==> src/rtl/idli_sqi_arb_m_if.sv <==
// Request/response and SQI pad bundle for the SQI arbiter.
// slave = arbiter side, master = core/pad side.
interface idli_sqi_arb_m_if #(
    parameter int ADDR_W = 16,
    parameter int DATA_W = 16
);
    logic              f_req;
    logic [ADDR_W-1:0] f_addr;
    logic              f_done;
    logic [DATA_W-1:0] f_rdata;

    logic              d_req;
    logic              d_wr;
    logic [ADDR_W-1:0] d_addr;
    logic [DATA_W-1:0] d_wdata;
    logic              d_done;
    logic [DATA_W-1:0] d_rdata;

    logic              sqi_sck;
    logic              sqi_cs;
    logic              sqi_mode;
    logic [3:0]        sqi_dout;
    logic [3:0]        sqi_din;

    modport slave (
        input  f_req, f_addr, d_req, d_wr, d_addr, d_wdata, sqi_din,
        output f_done, f_rdata, d_done, d_rdata, sqi_sck, sqi_cs, sqi_mode, sqi_dout
    );

    modport master (
        output f_req, f_addr, d_req, d_wr, d_addr, d_wdata, sqi_din,
        input  f_done, f_rdata, d_done, d_rdata, sqi_sck, sqi_cs, sqi_mode, sqi_dout
    );
endinterface

==> src/rtl/idli_sqi_arb_m.sv <==
// Shares one quad-SPI serial RAM between the fetch and data ports, one frame at a time.
// Define IDLI_SQI_ARB_RR_EN for round-robin arbitration; otherwise data has fixed priority.
module idli_sqi_arb_m #(
    parameter int ADDR_W    = 16,
    parameter int DATA_W    = 16,
    parameter int DUMMY_NIB = 2
) (
    input  logic              i_arb_gck,
    input  logic              i_arb_rst,
    idli_sqi_arb_m_if.slave   bus
);
    localparam int TX_W = 8 + ADDR_W + DATA_W;
    localparam logic [7:0] CMD_LAST   = 8'(2 - 1);
    localparam logic [7:0] ADDR_LAST  = 8'(ADDR_W / 4 - 1);
    localparam logic [7:0] DUMMY_LAST = 8'((DUMMY_NIB > 0) ? DUMMY_NIB - 1 : 0);
    localparam logic [7:0] DATA_LAST  = 8'(DATA_W / 4 - 1);

    typedef enum logic [2:0] {S_IDLE, S_CMD, S_ADDR, S_DUMMY, S_DATA, S_DONE} state_t;

    state_t            state_reg, state_next;
    logic              phase_reg;
    logic [7:0]        nib_cnt_reg;
    logic              gnt_d_reg;
    logic              wr_reg;
    logic [TX_W-1:0]   tx_reg;
    logic [DATA_W-1:0] rx_reg;
    logic [DATA_W-1:0] f_rdata_reg;
    logic [DATA_W-1:0] d_rdata_reg;

    logic              start;
    logic              pick_d;
    logic              nib_last;
    logic              seg_end;
    logic              framing;
    logic              shifting;
    logic              rx_active;
    logic [DATA_W-1:0] rx_next;

`ifdef IDLI_SQI_ARB_RR_EN
    // Remembers whether the most recent grant went to the data port.
    logic last_d_reg;

    always_ff @(posedge i_arb_gck) begin
        if (i_arb_rst) begin
            last_d_reg <= 1'b0;
        end else if (start) begin
            last_d_reg <= pick_d;
        end
    end

    assign pick_d = bus.d_req && (!bus.f_req || !last_d_reg);
`else
    assign pick_d = bus.d_req;
`endif

    always_comb begin
        nib_last = 1'b0;
        case (state_reg)
            S_CMD:   nib_last = (nib_cnt_reg == CMD_LAST);
            S_ADDR:  nib_last = (nib_cnt_reg == ADDR_LAST);
            S_DUMMY: nib_last = (nib_cnt_reg == DUMMY_LAST);
            S_DATA:  nib_last = (nib_cnt_reg == DATA_LAST);
            default: nib_last = 1'b0;
        endcase
    end

    assign seg_end   = phase_reg && nib_last;
    assign framing   = (state_reg == S_CMD) || (state_reg == S_ADDR) ||
                       (state_reg == S_DUMMY) || (state_reg == S_DATA);
    assign shifting  = (state_reg == S_CMD) || (state_reg == S_ADDR) ||
                       ((state_reg == S_DATA) && wr_reg);
    assign rx_active = (state_reg == S_DATA) && !wr_reg;
    assign rx_next   = {rx_reg[DATA_W-5:0], bus.sqi_din};

    always_comb begin
        state_next = state_reg;
        start      = 1'b0;
        case (state_reg)
            S_IDLE: begin
                if (bus.f_req || bus.d_req) begin
                    start      = 1'b1;
                    state_next = S_CMD;
                end
            end
            S_CMD:   if (seg_end) state_next = S_ADDR;
            S_ADDR: begin
                if (seg_end) begin
                    state_next = (wr_reg || DUMMY_NIB == 0) ? S_DATA : S_DUMMY;
                end
            end
            S_DUMMY: if (seg_end) state_next = S_DATA;
            S_DATA:  if (seg_end) state_next = S_DONE;
            S_DONE:  state_next = S_IDLE;
            default: state_next = S_IDLE;
        endcase
    end

    // Nibble timing: phase 0 drives the nibble with sck low, phase 1 raises sck.
    always_ff @(posedge i_arb_gck) begin
        if (i_arb_rst) begin
            state_reg   <= S_IDLE;
            phase_reg   <= 1'b0;
            nib_cnt_reg <= 8'd0;
        end else begin
            state_reg <= state_next;
            if (state_next != state_reg) begin
                phase_reg   <= 1'b0;
                nib_cnt_reg <= 8'd0;
            end else if (framing) begin
                phase_reg <= ~phase_reg;
                if (phase_reg) begin
                    nib_cnt_reg <= nib_cnt_reg + 8'd1;
                end
            end
        end
    end

    always_ff @(posedge i_arb_gck) begin
        if (i_arb_rst) begin
            gnt_d_reg   <= 1'b0;
            wr_reg      <= 1'b0;
            tx_reg      <= '0;
            rx_reg      <= '0;
            f_rdata_reg <= '0;
            d_rdata_reg <= '0;
        end else begin
            if (start) begin
                gnt_d_reg <= pick_d;
                wr_reg    <= pick_d && bus.d_wr;
                tx_reg    <= {(pick_d && bus.d_wr) ? 8'h02 : 8'h03,
                              pick_d ? bus.d_addr : bus.f_addr,
                              bus.d_wdata};
            end else if (phase_reg && shifting) begin
                tx_reg <= tx_reg << 4;
            end
            if (phase_reg && rx_active) begin
                rx_reg <= rx_next;
                if (nib_last) begin
                    if (gnt_d_reg) d_rdata_reg <= rx_next;
                    else           f_rdata_reg <= rx_next;
                end
            end
        end
    end

    assign bus.sqi_cs   = !framing;
    assign bus.sqi_sck  = framing && phase_reg;
    assign bus.sqi_mode = shifting;
    assign bus.sqi_dout = shifting ? tx_reg[TX_W-1 -: 4] : 4'h0;
    assign bus.f_done   = (state_reg == S_DONE) && !gnt_d_reg;
    assign bus.d_done   = (state_reg == S_DONE) && gnt_d_reg;
    assign bus.f_rdata  = f_rdata_reg;
    assign bus.d_rdata  = d_rdata_reg;
endmodule

==> src/flat_wrapper.sv <==
// flat-port wrapper written by rule: the top's interface ports become plain ports
module idli_sqi_arb_m_flat 
#(
    parameter int ADDR_W    = 16,
    parameter int DATA_W    = 16,
    parameter int DUMMY_NIB = 2
)
  (i_arb_gck, i_arb_rst, bus_f_req, bus_f_addr, bus_d_req, bus_d_wr, bus_d_addr, bus_d_wdata, bus_sqi_din, bus_f_done, bus_f_rdata, bus_d_done, bus_d_rdata, bus_sqi_sck, bus_sqi_cs, bus_sqi_mode, bus_sqi_dout);
  idli_sqi_arb_m_if #(.ADDR_W(ADDR_W), .DATA_W(DATA_W)) bus_i ();
  input  logic i_arb_gck;
  input  logic i_arb_rst;
  input wire logic [$bits(bus_i.f_req)-1:0] bus_f_req;
  input wire logic [$bits(bus_i.f_addr)-1:0] bus_f_addr;
  input wire logic [$bits(bus_i.d_req)-1:0] bus_d_req;
  input wire logic [$bits(bus_i.d_wr)-1:0] bus_d_wr;
  input wire logic [$bits(bus_i.d_addr)-1:0] bus_d_addr;
  input wire logic [$bits(bus_i.d_wdata)-1:0] bus_d_wdata;
  input wire logic [$bits(bus_i.sqi_din)-1:0] bus_sqi_din;
  output wire logic [$bits(bus_i.f_done)-1:0] bus_f_done;
  output wire logic [$bits(bus_i.f_rdata)-1:0] bus_f_rdata;
  output wire logic [$bits(bus_i.d_done)-1:0] bus_d_done;
  output wire logic [$bits(bus_i.d_rdata)-1:0] bus_d_rdata;
  output wire logic [$bits(bus_i.sqi_sck)-1:0] bus_sqi_sck;
  output wire logic [$bits(bus_i.sqi_cs)-1:0] bus_sqi_cs;
  output wire logic [$bits(bus_i.sqi_mode)-1:0] bus_sqi_mode;
  output wire logic [$bits(bus_i.sqi_dout)-1:0] bus_sqi_dout;
  assign bus_i.f_req = bus_f_req;
  assign bus_i.f_addr = bus_f_addr;
  assign bus_i.d_req = bus_d_req;
  assign bus_i.d_wr = bus_d_wr;
  assign bus_i.d_addr = bus_d_addr;
  assign bus_i.d_wdata = bus_d_wdata;
  assign bus_i.sqi_din = bus_sqi_din;
  assign bus_f_done = bus_i.f_done;
  assign bus_f_rdata = bus_i.f_rdata;
  assign bus_d_done = bus_i.d_done;
  assign bus_d_rdata = bus_i.d_rdata;
  assign bus_sqi_sck = bus_i.sqi_sck;
  assign bus_sqi_cs = bus_i.sqi_cs;
  assign bus_sqi_mode = bus_i.sqi_mode;
  assign bus_sqi_dout = bus_i.sqi_dout;
  idli_sqi_arb_m #(.ADDR_W(ADDR_W), .DATA_W(DATA_W), .DUMMY_NIB(DUMMY_NIB)) u_core (.i_arb_gck(i_arb_gck), .i_arb_rst(i_arb_rst), .bus(bus_i));
endmodule
==> config.mk <==
export PLATFORM = sky130hd
export DESIGN_NAME = idli_sqi_arb_m_flat
export DESIGN_NICKNAME = d
export VERILOG_FILES = /design/src/rtl/idli_sqi_arb_m_if.sv /design/src/rtl/idli_sqi_arb_m.sv /design/src/flat_wrapper.sv
export SDC_FILE = /design/constraint.sdc
export NUM_CORES = 1
export LEC_CHECK = 0
export ABC_AREA = 1
export CAP_MARGIN = 10
export CORE_AREA = 4 4 92 94
export CTS_BUF_LIST = sky130_fd_sc_hd__clkbuf_2 sky130_fd_sc_hd__clkbuf_4 sky130_fd_sc_hd__clkbuf_8
export DETAILED_ROUTE_END_ITERATION = 10
export DIE_AREA = 0 0 96 98
export PLACE_DENSITY = 0.87
export SKIP_CTS_REPAIR_TIMING = 1
export SLEW_MARGIN = 5
export SYNTH_ARGS = -nofsm -noshare
export SYNTH_HDL_FRONTEND = slang
export SYNTH_SLANG_ARGS = --single-unit
==> constraint.sdc <==
create_clock -name i_arb_gck -period 2.7 [get_ports i_arb_gck]
set_input_delay 0.54 -clock i_arb_gck [delete_from_list [all_inputs] [get_ports i_arb_gck]]
set_output_delay 0.54 -clock i_arb_gck [all_outputs]
set_load 0.02 [all_outputs]
Word-level counts from Yosys, hierarchy flattened
Cells that the tools add are included.
{"block": "word_totals", "elab_cells": 60, "out_inout_bits": 41, "regBits": 98, "input_bits": 57}
{"block": "classes", "bitwise": 2, "n_eq_ne": 8, "n_addsub": 1, "mux": 15, "reduce_logical": 25}
{"cell": "$mux 40", "n": 2}
{"cell": "$mux 3", "n": 6}
{"cell": "$mux 16", "n": 1}
{"cell": "$pmux 3 s5", "n": 1}
{"cell": "$logic_and 1x1->1", "n": 9}
{"cell": "$add 8x1->8 const B", "n": 1}
{"cell": "$eq 8x1->1 const B", "n": 1}
{"cell": "$eq 8x2->1 const B", "n": 1}
{"cell": "$eq 3x2->1 const B", "n": 2}
{"cell": "$eq 3x3->1 const B", "n": 2}
{"cell": "$reduce_and 3->1", "n": 2}
{"cell": "$reduce_or 2->1", "n": 3}
{"cell": "$logic_or 1x1->1", "n": 5}
{"cell": "$mux 4", "n": 1}
{"cell": "$eq 3x1->1 const B", "n": 1}
{"cell": "$logic_not 1->1", "n": 3}
{"cell": "$logic_not 3->1", "n": 1}
{"cell": "$mux 1", "n": 3}
{"cell": "$ne 3x3->1", "n": 1}
{"cell": "$not 1->1", "n": 2}
{"cell": "$pmux 1 s2", "n": 1}
{"cell": "$reduce_and 2->1", "n": 1}
{"cell": "$reduce_bool 2->1", "n": 1}

Longest topological paths before layout
Gate-level depths: netlist of the first run.
{"block": "depth", "depth_word": 8, "mapped_depth": 14, "mapped_depth_nobuf": 13}

Worst setup path before layout of the first run
No wires, ideal clock.
{"block": "synth_timing", "path_kind": "register -> register", "startpoint": "reg u_core.state_reg[1]", "endpoint": "reg u_core.tx_reg[17]", "stages_incl_launch_ff": 13, "required_ps": 2572, "path_slack_ps": 972, "arrival_time_ps": 1600, "period_less_slack_ps": 1728, "path_cell_list": "dfxtp_1 > buf_2 > nor2_1 > nand2_2 > nor2_2 > nor2_4 > inv_2 > nand2_4 > nand2_4 > inv_2 > buf_6 > a221oi_1 > nor2_1"}
{"block": "synth_between", "elab_chain_cells": 5, "word_cells_on_any_way": 11}
{"item": "from (decl)", "line_no": "idli_sqi_arb_m.sv:20", "text": "state_t state_reg, state_next;"}
{"item": "from (signal assigned)", "line_no": "idli_sqi_arb_m.sv:105", "text": "state_reg <= state_next;"}
{"item": "$eq 3x1->1 (tied with other cells)", "line_no": "idli_sqi_arb_m.sv:70", "text": "assign shifting = (state_reg == S_CMD) || (state_reg == S_ADDR) ||"}
{"item": "$logic_or 1x1->1 / $logic_and 1x1->1 (equally long branches)", "line_no": "idli_sqi_arb_m.sv:70, idli_sqi_arb_m.sv:71"}
{"item": "$logic_or 1x1->1 (*)", "line_no": "idli_sqi_arb_m.sv:70"}
{"item": "via bus_sqi_mode", "line_no": "flat_wrapper.sv:25", "text": "output wire logic [$bits(bus_i.sqi_mode)-1:0] bus_sqi_mode;"}
{"item": "$logic_and 1x1->1 (*)", "line_no": "idli_sqi_arb_m.sv:133", "text": "end else if (phase_reg && shifting) begin"}
{"item": "$reduce_bool 2->1 (no line) (*)"}
{"item": "to (signal assigned)", "line_no": "idli_sqi_arb_m.sv:130", "text": "tx_reg <= {(pick_d && bus.d_wr) ? 8'h02 : 8'h03,"}
{"item": "to (signal assigned)", "line_no": "idli_sqi_arb_m.sv:134", "text": "tx_reg <= tx_reg << 4;"}
{"item": "to (decl)", "line_no": "idli_sqi_arb_m.sv:25", "text": "logic [TX_W-1:0] tx_reg;"}
Mark *: on every way through the listed nets, which the timed path passes. The rest lies on a longest branch.
A chain may end at the register's enable or synchronous reset.

Worst setup path in the final report of the first run
{"block": "layout_timing", "startpoint": "reg u_core.state_reg[2]", "endpoint": "out bus_sqi_dout[1]"}
{"block": "layout_between", "elab_chain_cells": 4, "word_cells_on_any_way": 7}
{"item": "$eq 3x1->1 (tied with other cells)", "line_no": "idli_sqi_arb_m.sv:70"}
{"item": "$logic_or 1x1->1 / $logic_and 1x1->1 (equally long branches)", "line_no": "idli_sqi_arb_m.sv:70, idli_sqi_arb_m.sv:71"}
{"item": "$logic_or 1x1->1 (*)", "line_no": "idli_sqi_arb_m.sv:70"}
{"item": "$mux 4 (*)", "line_no": "idli_sqi_arb_m.sv:149", "text": "assign bus.sqi_dout = shifting ? tx_reg[TX_W-1 -: 4] : 4'h0;"}
{"item": "to (decl)", "line_no": "flat_wrapper.sv:26", "text": "output wire logic [$bits(bus_i.sqi_dout)-1:0] bus_sqi_dout;"}
Every way passes the cells marked *; elsewhere a longest branch is shown, timed or not.

==> summary.md, run 1 <==
| Metric | Value |
|---|---|
| Yosys warns | `0` |
| Chip height | `98 um` |
| Unique masters post-synth | `38` |
| Worst min-delay path startpoint | `u_core.tx_reg[33]` |
| Achievable clock frequency | `388 MHz` |
| Max reg flops | `40` |
| Category of the critical setup timing path | `reg2out` |
| Count of flip-flops with a built-in enable after synthesis | `0` |
| Basic-gate share of the synthesized area counting and, or, nand and nor cells | `27.7%` |
| Vias post-DR | `3949` |
| Placeable core region | `0.00765 mm2` |
| Max capacitance violation total | `0` |
| Total negative slack for setup checks | `0 ps` |
| Horiz. Die Dim | `96 um` |
| Final setup violation count | `0` |
| Portion of the post-synthesis area used by sequential elements | `46.5%` |
| Worst max-slew margin expressed relative to the limit | `58.3%` |
| Worst Tran Pin Value | `625 ps` |
| Layout Area Growth over Synthesis | `28.9%` |
| Post-layout minimum cycle time | `2580 ps` |
| Share of post-route cells with drive strength above 1 | `11.8%` |
| Reg2reg start | `u_core.state_reg[2]` |
| Hold Crit Depth | `2` |
| Area share of xor/xnor cells in the synthesized design | `1.45%` |
| Mapped Avg Cell Area | `7.76 um2` |
| Proportion of netlist area held by the largest area contributor | `46.5%` |
| Wire per inst | `14.3 um` |
| Quantity of I/O buffers inserted on ports | `97` |
| TritonCTS clock tree | `built` |
| Post-synthesis mux area share | `0%` |
| Global Route Usage Sum | `22.5%` |
| Largest family of logic cells by synthesized area | `simple AND/OR/NAND/NOR gates` |
| Clock tree buffer depth | `2` |
| Worst min-delay path endpoint | `u_core.tx_reg[37]` |
| Worst R2R Setup Slack | `420 ps` |
| Critical path data arrival time | `2040 ps` |
| CP Max Fanout | `6` |
| Pins Over Slew Limit | `0` |
| Sink count of the clock tree | `98` |
| Via count of the first global-routing pass | `3777` |
| Status | `finished, final reports clean` |
| Final ANT Viol Nets | `0` |
| Drt total wl | `10500 um` |
| First-pass DRT Iterations | `5` |
| # H-tree levels | `3` |
| Layout filler cell count | `587` |
| DRC violation count after routing | `0` |
| Synthesized instance count | `544` |
| Fraction of synthesis flops using an asynchronous set or reset pin | `0%` |
| Critical path data required time | `2160 ps` |
| Class of the worst hold path | `reg2reg` |
| RSZ-0062 raised after global routing | `no` |
| Number of cells in the design after placement | `720` |
| Netlist area before placement | `0.00422 mm2` |
| Num CTS Buffers | `9` |
| Total gr overflow | `0` |
| Cell taking the most area after synthesis | `dfxtp_1` |
| Path depth of the worst reg2reg path | `9` |
| Syn nets | `602` |
| Max IR drop VDD | `0.325 mV` |
| Overall die area | `0.00941 mm2` |
| Reg-to-Reg End | `u_core.tx_reg[23]` |
| Hold Violations, Final | `0` |
| Number of antenna cells inserted | `0` |
| Wire length of the first global-routing pass | `17000 um` |
| Top-level port count | `98` |
| Most area-consuming cells after synthesis | `dfxtp_1, nor2_1, nand2_1, o21ai_0, a21oi_1` |
| Ratio of final minimum period to clock period | `95.5%` |
| Average via count per standard cell | `5.37` |
| Flop and latch count out of synthesis | `98` |
| Worst-Skew Late Latency | `360 ps` |
| Routability-driven placement congestion ratio | `0.819` |
| Power per standard cell area | `533 mW/mm2` |
| Category of the worst setup path launch point | `flop` |
| Largest net degree at the start of global routing | `46` |
| Post-route non-filler standard cell count | `736` |
| Pleak | `2.34 nW` |
| CTS clk-pin slew, worst paths | `100 ps` |
| Total number of placement rows | `32` |
| Number of antenna violations at the first check in global routing | `0` |
| CP startpoint | `u_core.state_reg[2]` |
| Starting density of the core | `55.2%` |
| Adder and majority cell fraction of the synthesized area | `0.296%` |
| Number of design-rule violations left by the first detailed-router iteration | `207` |
| Top cells by instance count after synthesis | `nor2_1, dfxtp_1, nand2_1` |
| Prevailing post-synth register cell | `dfxtp_1` |
| Kind of end point of the critical path | `primary output` |
| Synth Area in Compound Gates | `17.2%` |
| Most frequent cell after synthesis | `nor2_1` |
| Post-Route Skew | `14.5 ps` |
| CTS root buf | `clkbuf_8` |
| Sum of net half-perimeters after detailed placement | `7450 um` |
| Final #Nets | `687` |
-- placed cells by master (no fill, tap or decap), types with 12 or more instances in the layout --
cell             count
o21ai_0             28
o21ai_1             20
nor2_1             121
inv_1               24
a311oi_1            12
clkdlybuf4s50_1     95
dfxtp_1             98
nand2_1             95
a21oi_1             23
-- critical path, cell delays in order, from the launching register on --
cell             delay, ps
dfxtp_1                510
nand2_2                210
nor2_2                 200
nor2_4                  80
nor2_1                 100
clkdlybuf4s50_1        610
-- stage by stage --
step	setup WS [ps]	total power, mW	utilization [%]	hold WS [ps]	instance area (um2)
after floorplan	972	1.80	-	440	4220
after global routing	13.3	3.02	71.2	488	5440
after detailed placement	453	1.94	68.3	454	5230
after CTS	92.1	2.90	71.1	466	5440
after global placement	552	1.93	68.3	447	5230
final	122	2.90	71.2	462	5440
-- final cells by class --
| class | count | area (um2) | area share (%) |
|---|---|---|---|
| Inverter | 35 | 134 | 2.46 |
| Multi-Input combinational cell | 380 | 1970 | 36.2 |
| Timing Repair Buffer | 105 | 1040 | 19.0 |
| Clock inverter | 5 | 60.1 | 1.10 |
| Sequential cell | 98 | 1960 | 36.1 |
| Tap cell | 102 | 128 | 2.35 |
| Clock buffer | 11 | 151 | 2.78 |
-- logic make-up (layout without fill, tap and decap cells) --
group	count (synthesis)	count (layout)
buffers and inverters	66	156
AO/OA/AOI/OAI	113	113
XOR/XNOR	7	7
adder cells (fa/ha/maj)	1	1
flip-flops	98	98
AND/OR/NAND/NOR	259	259
-- power breakdown --
group / internal, mW / switching (mW)
registers: 1.50 / 0.0412
clock network: 0.483 / 0.507
logic: 0.165 / 0.200
-- metal layers --
metal | global-route usage, % | share of wire [%] | wire (um)
met1 | 29.0 | 43 | 4500
met2 | 36.9 | 48 | 5090
met3 | 4.62 | 6.4 | 671
met4 | 8.10 | 2.4 | 253
met5 | 0 | 0 | 0
-- worst max-delay path by stage --
stage | endpoint | slack (ps) | depth (start not counted)
6_report | bus_sqi_dout[1] | 120 | 5
5_1_grt | bus_sqi_dout[1] | 10 | 6
4_1_cts | bus_sqi_dout[2] | 90 | 6
3_5_place_dp | u_core.tx_reg[23] | 450 | 7
3_3_place_gp | u_core.tx_reg[21] | 550 | 6
2_1_floorplan | u_core.tx_reg[17] | 970 | 12
Note: power is estimated with default switching activity, not from simulation.
==> run 2: changes to the inputs <==
CORE_AREA = 4 4 100 102   (was 4 4 92 94)
DIE_AREA = 0 0 104 106   (was 0 0 96 98)
PLACE_DENSITY = 0.78   (was 0.87)
clock period = 2.1 ns   (was 2.7 ns; I/O delays follow)
==> run 2 against run 1 <==
Critical path depth is 1 higher. Sequential power increased by 29%. Via count down 2.0%. Cell area increased by 1.5%. Total power increased by 28%. Critical path type unchanged. Highest routed layer unchanged.
==> summary.md, run 2 (synthesis gave the netlist of run 1 again) <==
| Metric | Value |
|---|---|
| Cell with the biggest individual delay on the critical path | `dfxtp_2` |
| Hold Crit Depth | `2 (unchanged)` |
| Layout Area Growth over Synthesis | `30.9%` |
| Status | `finished, final reports clean` |
| Most common cell after layout, fill and taps aside | `nor2_1` |
| Post-route non-filler standard cell count | `752 (+2.2%)` |
| Placeable core region | `0.00911 mm2 (+19%)` |
| RSZ-0062 raised after global routing | `no` |
| Category of the worst setup path launch point | `flop` |
| Least setup slack across all paths after layout | `160 ps (+37.7 ps)` |
| Share of post-route cells with drive strength above 1 | `13.7% (+1.9 points)` |
| TritonCTS clock tree | `built` |
| Critical path data required time | `1680 ps (-480 ps)` |
| CTS clk-pin slew, worst paths | `100 ps (about the same)` |
| Achievable clock frequency | `515 MHz` |
| Chip height | `106 um (+8.2%)` |
| Power per standard cell area | `672 mW/mm2 (+26%)` |
| Critical path data arrival time | `1520 ps (-520 ps)` |
| Post-Route Utilization | `60.6% (-11 points)` |
| Number of design-rule violations left by the first detailed-router iteration | `214 (+3.4%)` |
| Worst-Skew Late Latency | `350 ps (about the same)` |
| Top-level port count | `98 (unchanged)` |
| Global Route Usage Sum | `18.2% (-4.4 points)` |
| Critical path cell sequence | `nor2_1 -> nand2_2 -> nor2_2 -> nor2_4 -> nor2_1 -> dlymetal6s2s_1` |
| Number of antenna violations at the first check in global routing | `0 (unchanged)` |
| Quantity of I/O buffers inserted on ports | `97 (unchanged)` |
| Sequential cell area | `0.00197 mm2 (+0.19%)` |
| Crit-path max cell delay | `370 ps (-240 ps)` |
| Pins Over Slew Limit | `0 (unchanged)` |
| Average via count per standard cell | `5.14 (-4.1%)` |
| Post-layout minimum cycle time | `1940 ps` |
| Class of the worst hold path | `reg2reg` |
| Largest net degree at the start of global routing | `48 (+4.3%)` |
| Num CTS Buffers | `9 (unchanged)` |
| CTS root buf | `clkbuf_8` |
| Max capacitance violation total | `0 (unchanged)` |
| Total gr overflow | `0 (unchanged)` |
| Max reg flops | `40 (unchanged)` |
| Drt total wl | `10200 um (-2.9%)` |
| Worst Tran Pin Value | `420 ps (-205 ps)` |
| Critical path depth | `6 (+1)` |
| Final ANT Viol Nets | `0 (unchanged)` |
| Starting density of the core | `46.3% (-8.9 points)` |
| # H-tree levels | `3 (unchanged)` |
| Post-placement setup slack | `76.2 ps (-377 ps)` |
| Max IR drop VDD | `0.409 mV (+26%)` |
| Combined area of the multi-input logic cells | `0.00197 mm2 (unchanged)` |
| Cell type with the highest occurrence count on the critical path | `nor2_1` |
| Final #Nets | `694 (+1.0%)` |
| CP delay by family, top | `simple AND/OR/NAND/NOR gates` |
| Hold Violations, Final | `0 (unchanged)` |
| Post-Route Skew | `11.3 ps (-3.20 ps)` |
| Category of the critical setup timing path | `reg2out` |
| Layout filler cell count | `829 (+41%)` |
| Final total power | `3.71 mW (+28%)` |
| Routability-driven placement congestion ratio | `0.881 (+7.6%)` |
| CP Max Fanout | `8 (+2)` |
| Sum of net half-perimeters after detailed placement | `7340 um (-1.4%)` |
| Crit path buf inv count | `1 (unchanged)` |
| First-pass DRT Iterations | `4 (-1)` |
| Wire per inst | `13.6 um (-4.9%)` |
| Wire length of the first global-routing pass | `16800 um (-1.4%)` |
| Number of antenna cells inserted | `0 (unchanged)` |
| Worst max-slew margin expressed relative to the limit | `72.0% (+14 points)` |
| DRC violation count after routing | `0 (unchanged)` |
| Final setup violation count | `0 (unchanged)` |
| Overall die area | `0.0110 mm2 (+17%)` |
| Vias post-DR | `3869 (-2.0%)` |
| Kind of end point of the critical path | `primary output` |
| Total number of placement rows | `35 (+9.4%)` |
| Sink count of the clock tree | `98 (unchanged)` |
| Pleak | `2.44 nW (+4.5%)` |
| Ratio of final minimum period to clock period | `92.4%` |
| Via count of the first global-routing pass | `3622 (-4.1%)` |
| Number of cells in the design after placement | `736 (+2.2%)` |
| Clock tree buffer depth | `2 (unchanged)` |
| Horiz. Die Dim | `104 um (+8.3%)` |
| Commonest cells after routing, fill and taps aside | `nor2_1, nand2_1, dfxtp_1, clkdlybuf4s50_1, o21ai_0` |
| Path depth of the worst reg2reg path | `9 (unchanged)` |
run 2: changes by cell type in the layout (fill, tap and decap cells not counted), sizes merged:
| cell | delta |
|---|---|
| buf | +7 |
| clkdlybuf4s50 | -7 |
| clkbuf | +3 |
| clkinv | +1 |
| dlymetal6s2s | +4 |
| clkinvlp | -1 |
run 2: worst paths after layout:
check / slack, ps / to / from
setup / recovery: 160 / bus_sqi_dout[0] / u_core.state_reg[1]
hold / removal: 470 / u_core.tx_reg[0] / u_core.tx_reg[0]
setup reg to reg: 230 / u_core.tx_reg[24] / u_core.state_reg[1]
hold reg to reg: 470 / u_core.tx_reg[0] / u_core.tx_reg[0]
run 2: final cells by class:
| cell class | instances | share of cell area, % |
|---|---|---|
| repair buffers | 112 | 20.1 |
| clock inverters | 5 | 1.11 |
| clock buffers | 11 | 2.63 |
| flip-flops and latches | 98 | 35.6 |
| inverters | 35 | 2.42 |
| multi-input cells | 380 | 35.7 |
| well taps | 111 | 2.51 |
run 2: per-stage QoR:
stage	area, um2	setup TNS (ps)	hold slack (ps)
2_1_floorplan	4220	0	440
3_3_place_gp	5310	0	452
3_5_place_dp	5310	0	453
4_1_cts	5520	-2130	470
5_1_grt	5520	0	489
6_report	5520	0	470
run 2: worst reg2reg max path: stages, from the launching register on:
cell and delay, ps:
dfxtp_2 370, inv_1 130, nand2_1 90, nor2_1 200
o21ai_2 110, buf_4 190, nand2_4 90, inv_2 160
a221oi_1 330, nor2_1 70
run 2: metal layers:
metal | up-vias | global-route usage [%] | share of wire (%)
li1 | 1975 | - | -
met1 | 1763 | 23.5 | 45
met2 | 117 | 30.2 | 48
met3 | 14 | 3.16 | 5.3
met4 | 0 | 7.22 | 1.9
met5 | - | 0 | 0
run 2: power breakdown:
part | total [mW] | switching [mW] | internal [mW]
registers | 1.98 | 0.0489 | 1.93
logic | 0.491 | 0.258 | 0.233
clock network | 1.24 | 0.636 | 0.604
==> run 3: changes to the inputs <==
GPL_ROUTABILITY_DRIVEN = 0   (was unset)
==> results of run 3 <==
No change in the layout: final DEF, timing and power equal those of run 2.
==> RTL change 1 (settings of run 1) <==
`DATA_W` is set to 16 in 3 places; all go to 20.
--- a/src/rtl/idli_sqi_arb_m_if.sv
+++ b/src/rtl/idli_sqi_arb_m_if.sv
@@ -3,5 +3,5 @@
 interface idli_sqi_arb_m_if #(
     parameter int ADDR_W = 16,
-    parameter int DATA_W = 16
+    parameter int DATA_W = 20
 );
     logic              f_req;
--- a/src/rtl/idli_sqi_arb_m.sv
+++ b/src/rtl/idli_sqi_arb_m.sv
@@ -3,5 +3,5 @@
 module idli_sqi_arb_m #(
     parameter int ADDR_W    = 16,
-    parameter int DATA_W    = 16,
+    parameter int DATA_W    = 20,
     parameter int DUMMY_NIB = 2
 ) (
--- a/src/flat_wrapper.sv
+++ b/src/flat_wrapper.sv
@@ -3,5 +3,5 @@
 #(
     parameter int ADDR_W    = 16,
-    parameter int DATA_W    = 16,
+    parameter int DATA_W    = 20,
     parameter int DUMMY_NIB = 2
 )
Ports: changed (resized bus_d_rdata, bus_d_wdata and bus_f_rdata); port bits go from 98 to 110. No check against the original RTL was run, so the function may have changed too.
==> RTL change 1 against run 1 <==
- non-clock buffer count grew 14
- register-to-register slack lost 70 ps
- core utilization grew 11 points
- worst hold slack gained 3.1 ps
- cell area grew 16%
- area after synthesis grew 13%
- total power grew 34%
- highest routed layer unchanged
- routed wire length grew 23%
- sequential cell count grew 16
- worst setup slack lost 15 ps
- sequential power grew 16%
- first-iteration DRC count grew 47%
- die area is the same
- global-route usage grew 5.7 points
==> RTL change 1: results (changes against run 1) <==
metric,value,unit,change
dpl hpwl,8230,µm,+11%
CTS Buf Count,17,,+8
Post-Syn Instances,602,,+11%
Netlist cell types,34,,-11%
M2 GR Usage,0.467,,+0.0988
end point of the critical path,bus_sqi_dout[3],,
Cells after DPL,784,,+8.9%
clk slew on worst S/H paths,70,ps,-30 ps
Worst Tran Pin Value,505,ps,-120 ps
static leakage,0.00249,µW,+6.6%
Non-Filler Instances,817,,+11%
Final GP Congestion,0.779,,-4.8%
FILL cells,493,,-16%
number of global-route vias before repair,4557,,+21%
Net Sw Power,1040,µW,+40%
Hold EP,u_core.tx_reg[41]$_SDFFE_PP0P_,,
dominant cells by area after synthesis,"dfxtp_1, nand2_1, a21oi_1",,
post-layout util,0.825,,+0.113
Max rail drop VDD,546,µV,+68%
status,finished clean,,
share of layout cells above drive strength 1,0.129,,+0.0104
"Seq/Total Area, Yosys",0.479,,+0.0140
Post-Synth Adder-Cell Area,0.00262,,-0.000339
vias per inst,5.61,,+4.5%
max reg flops,44,,+10%
Worst Min Path Start,u_core.tx_reg[41]$_SDFFE_PP0P_,,
## RTL change 1: cell types whose count changed after synthesis, moves of 4 or more
cell / delta
nor2_1: -93
a21oi_1: +64
dfxtp_1: +16
a31oi_1: +11
nand2_1: +25
a221oi_1: +4
inv_1: +24
o21ai_1: -16
o21ai_0: +31
inv_2: -5
a311oi_1: -12
buf_4: +4
## RTL change 1: final cells by class
type | count | area share
tap | 102 | 0.0202
sequential | 114 | 0.362
timing repair buffer | 119 | 0.186
inverter | 54 | 0.0321
clock buffer | 17 | 0.0371
multi-input combinational | 396 | 0.331
clock inverter | 15 | 0.0313
## RTL change 1: routing by layer
metal | vias up | part of all wire
met5 | - | 0
met4 | 0 | 0.028
met3 | 41 | 0.056
met2 | 167 | 0.51
met1 | 2158 | 0.41
li1 | 2214 | -
## RTL change 1: power by group through the flow
stage	logic (µW)	registers (µW)	clock network (µW)
final	375	1780	1740
after CTS	372	1770	1750
after detailed placement	365	1810	0
after floorplan	234	1800	0
after global routing	412	1780	1840
after global placement	356	1810	0
==> RTL change 2 (flow settings as in run 1) <==
Made on the original files. Encoding of `state_t`: now Gray code (3 bits for 6 states).
--- a/src/rtl/idli_sqi_arb_m.sv
+++ b/src/rtl/idli_sqi_arb_m.sv
@@ -16,5 +16,5 @@
     localparam logic [7:0] DATA_LAST  = 8'(DATA_W / 4 - 1);
 
-    typedef enum logic [2:0] {S_IDLE, S_CMD, S_ADDR, S_DUMMY, S_DATA, S_DONE} state_t;
+    typedef enum logic [2:0] {S_IDLE = 3'b000, S_CMD = 3'b001, S_ADDR = 3'b011, S_DUMMY = 3'b010, S_DATA = 3'b110, S_DONE = 3'b111} state_t;
 
     state_t            state_reg, state_next;
Check against the original RTL: no difference found for any inputs over 10 cycles, from zero or initial values and one cycle with i_arb_rst high; not proved beyond that.
==> RTL change 2 against run 1 <==
- register-to-register slack improved by 280 ps
- area after synthesis shrank 0.62%
- sequential share of layout area increased by 0.38 points
- die area stayed put
- maximum frequency shrank 1.2%
- cell area fell by 0.99%
- total power fell by 4.0%
- routed wire length fell by 2.6%
- sequential cell count stayed put
- core utilization down 0.70 points
- final cell count up 3.7%
- worst setup slack lost 31 ps
==> RTL change 2: results (changes against run 1) <==
metric,value,unit,change
CP startpoint,u_core.state_reg[1]$_SDFF_PP0_,,
commonest cells in the netlist,"nand2_1, nor2_1, dfxtp_1",,
Setup WS post-layout,91.8,ps,-30.6 ps
drt first-iter violations,300,,+45%
static leakage,0.00235,µW,+0.54%
Hold EP,u_core.tx_reg[39]$_SDFFE_PP0P_,,
Final GP Congestion,0.864,,+5.5%
dpl hpwl,7530,µm,+1.1%
IO buf count,97,,unchanged
Flop pwr share,0.556,,+0.023
dominant cells by area after synthesis,"dfxtp_1, nand2_1, nor2_1",,
Area after DPL,5190,µm²,-0.57%
met3 global-route usage,0.0470,,+0.000770
Logic pwr share,0.121,,-0.005
largest net degree at the start of global routing,51,,+11%
worst reg2reg path startpoint,u_core.state_reg[1]$_SDFF_PP0_,,
Hold WC Path Type,flip-flop to flip-flop,,
"worst slack, placed",323,ps,-130 ps
number of global-route vias before repair,3851,,+2.0%
Worst Min Path Start,u_core.tx_reg[39]$_SDFFE_PP0P_,,
Cells after DPL,747,,+3.8%
share of layout cells above drive strength 1,0.0726,,-0.0457
Async SR Flop Fraction,0,,unchanged
Layout Nets,714,,+3.9%
r2r endpoint,u_core.tx_reg[10]$_SDFFE_PP0P_,,
Worst Skew,12.2,ps,-2.35 ps
Netlist cell types,35,,-7.9%
end point of the critical path,bus_sqi_sck,,
Syn Area/Cell,7.39,µm²,-4.8%
Syn Nets,626,,+4.0%
flop-to-flop setup slack,700,ps,+280 ps
routed wire length on met2,5070,µm,-0.43%
gr usage total,0.226,,+0.000840
CTS Buf Count,9,,unchanged
global-route wire length before repair,17200,µm,+1.1%
worst skew pair latency,380,ps,+20 ps
status,finished clean,,
M2 GR Usage,0.375,,+0.00637
Avg WL per Cell,13.4,µm,-6.1%
DR vias,3999,,+1.3%
Worst Tran Pin Value,476,ps,-149 ps
wire length on met3,527,µm,-21%
WHS,470,ps,+7.93 ps
met1 wire length,4410,µm,-2.0%
met1 usage,0.286,,-0.00479
Max rail drop VDD,330,µV,+1.4%
[RTL change 2: cell types whose count changed after synthesis, moves of 4 or more]
cell / delta
a221oi_1: -9
a31oi_1: +8
buf_6: +5
inv_1: +8
inv_2: -7
nand2_1: +46
nor2_2: -11
nor2_4: -4
[RTL change 2: cell families (layout without fill, tap and decap cells)]
| logic type | Yosys count | count (layout) | synth area share |
|---|---|---|---|
| AO/OA/AOI/OAI | 105 | 105 | 0.151 |
| XOR/XNOR | 7 | 7 | 0.0146 |
| adder cells (fa/ha/maj) | 1 | 1 | 0.00298 |
| buffers and inverters | 68 | 161 | 0.0767 |
| flip-flops | 98 | 98 | 0.468 |
| AND/OR/NAND/NOR | 289 | 289 | 0.288 |
[RTL change 2: final cells by class]
cell class | instances | area [µm²]
clock inverters | 7 | 57.6
multi-input cells | 402 | 1910
fillers | 601 | 2260
clock buffers | 9 | 124
well taps | 102 | 128
repair buffers | 107 | 1060
flip-flops and latches | 98 | 1960
inverters | 38 | 148
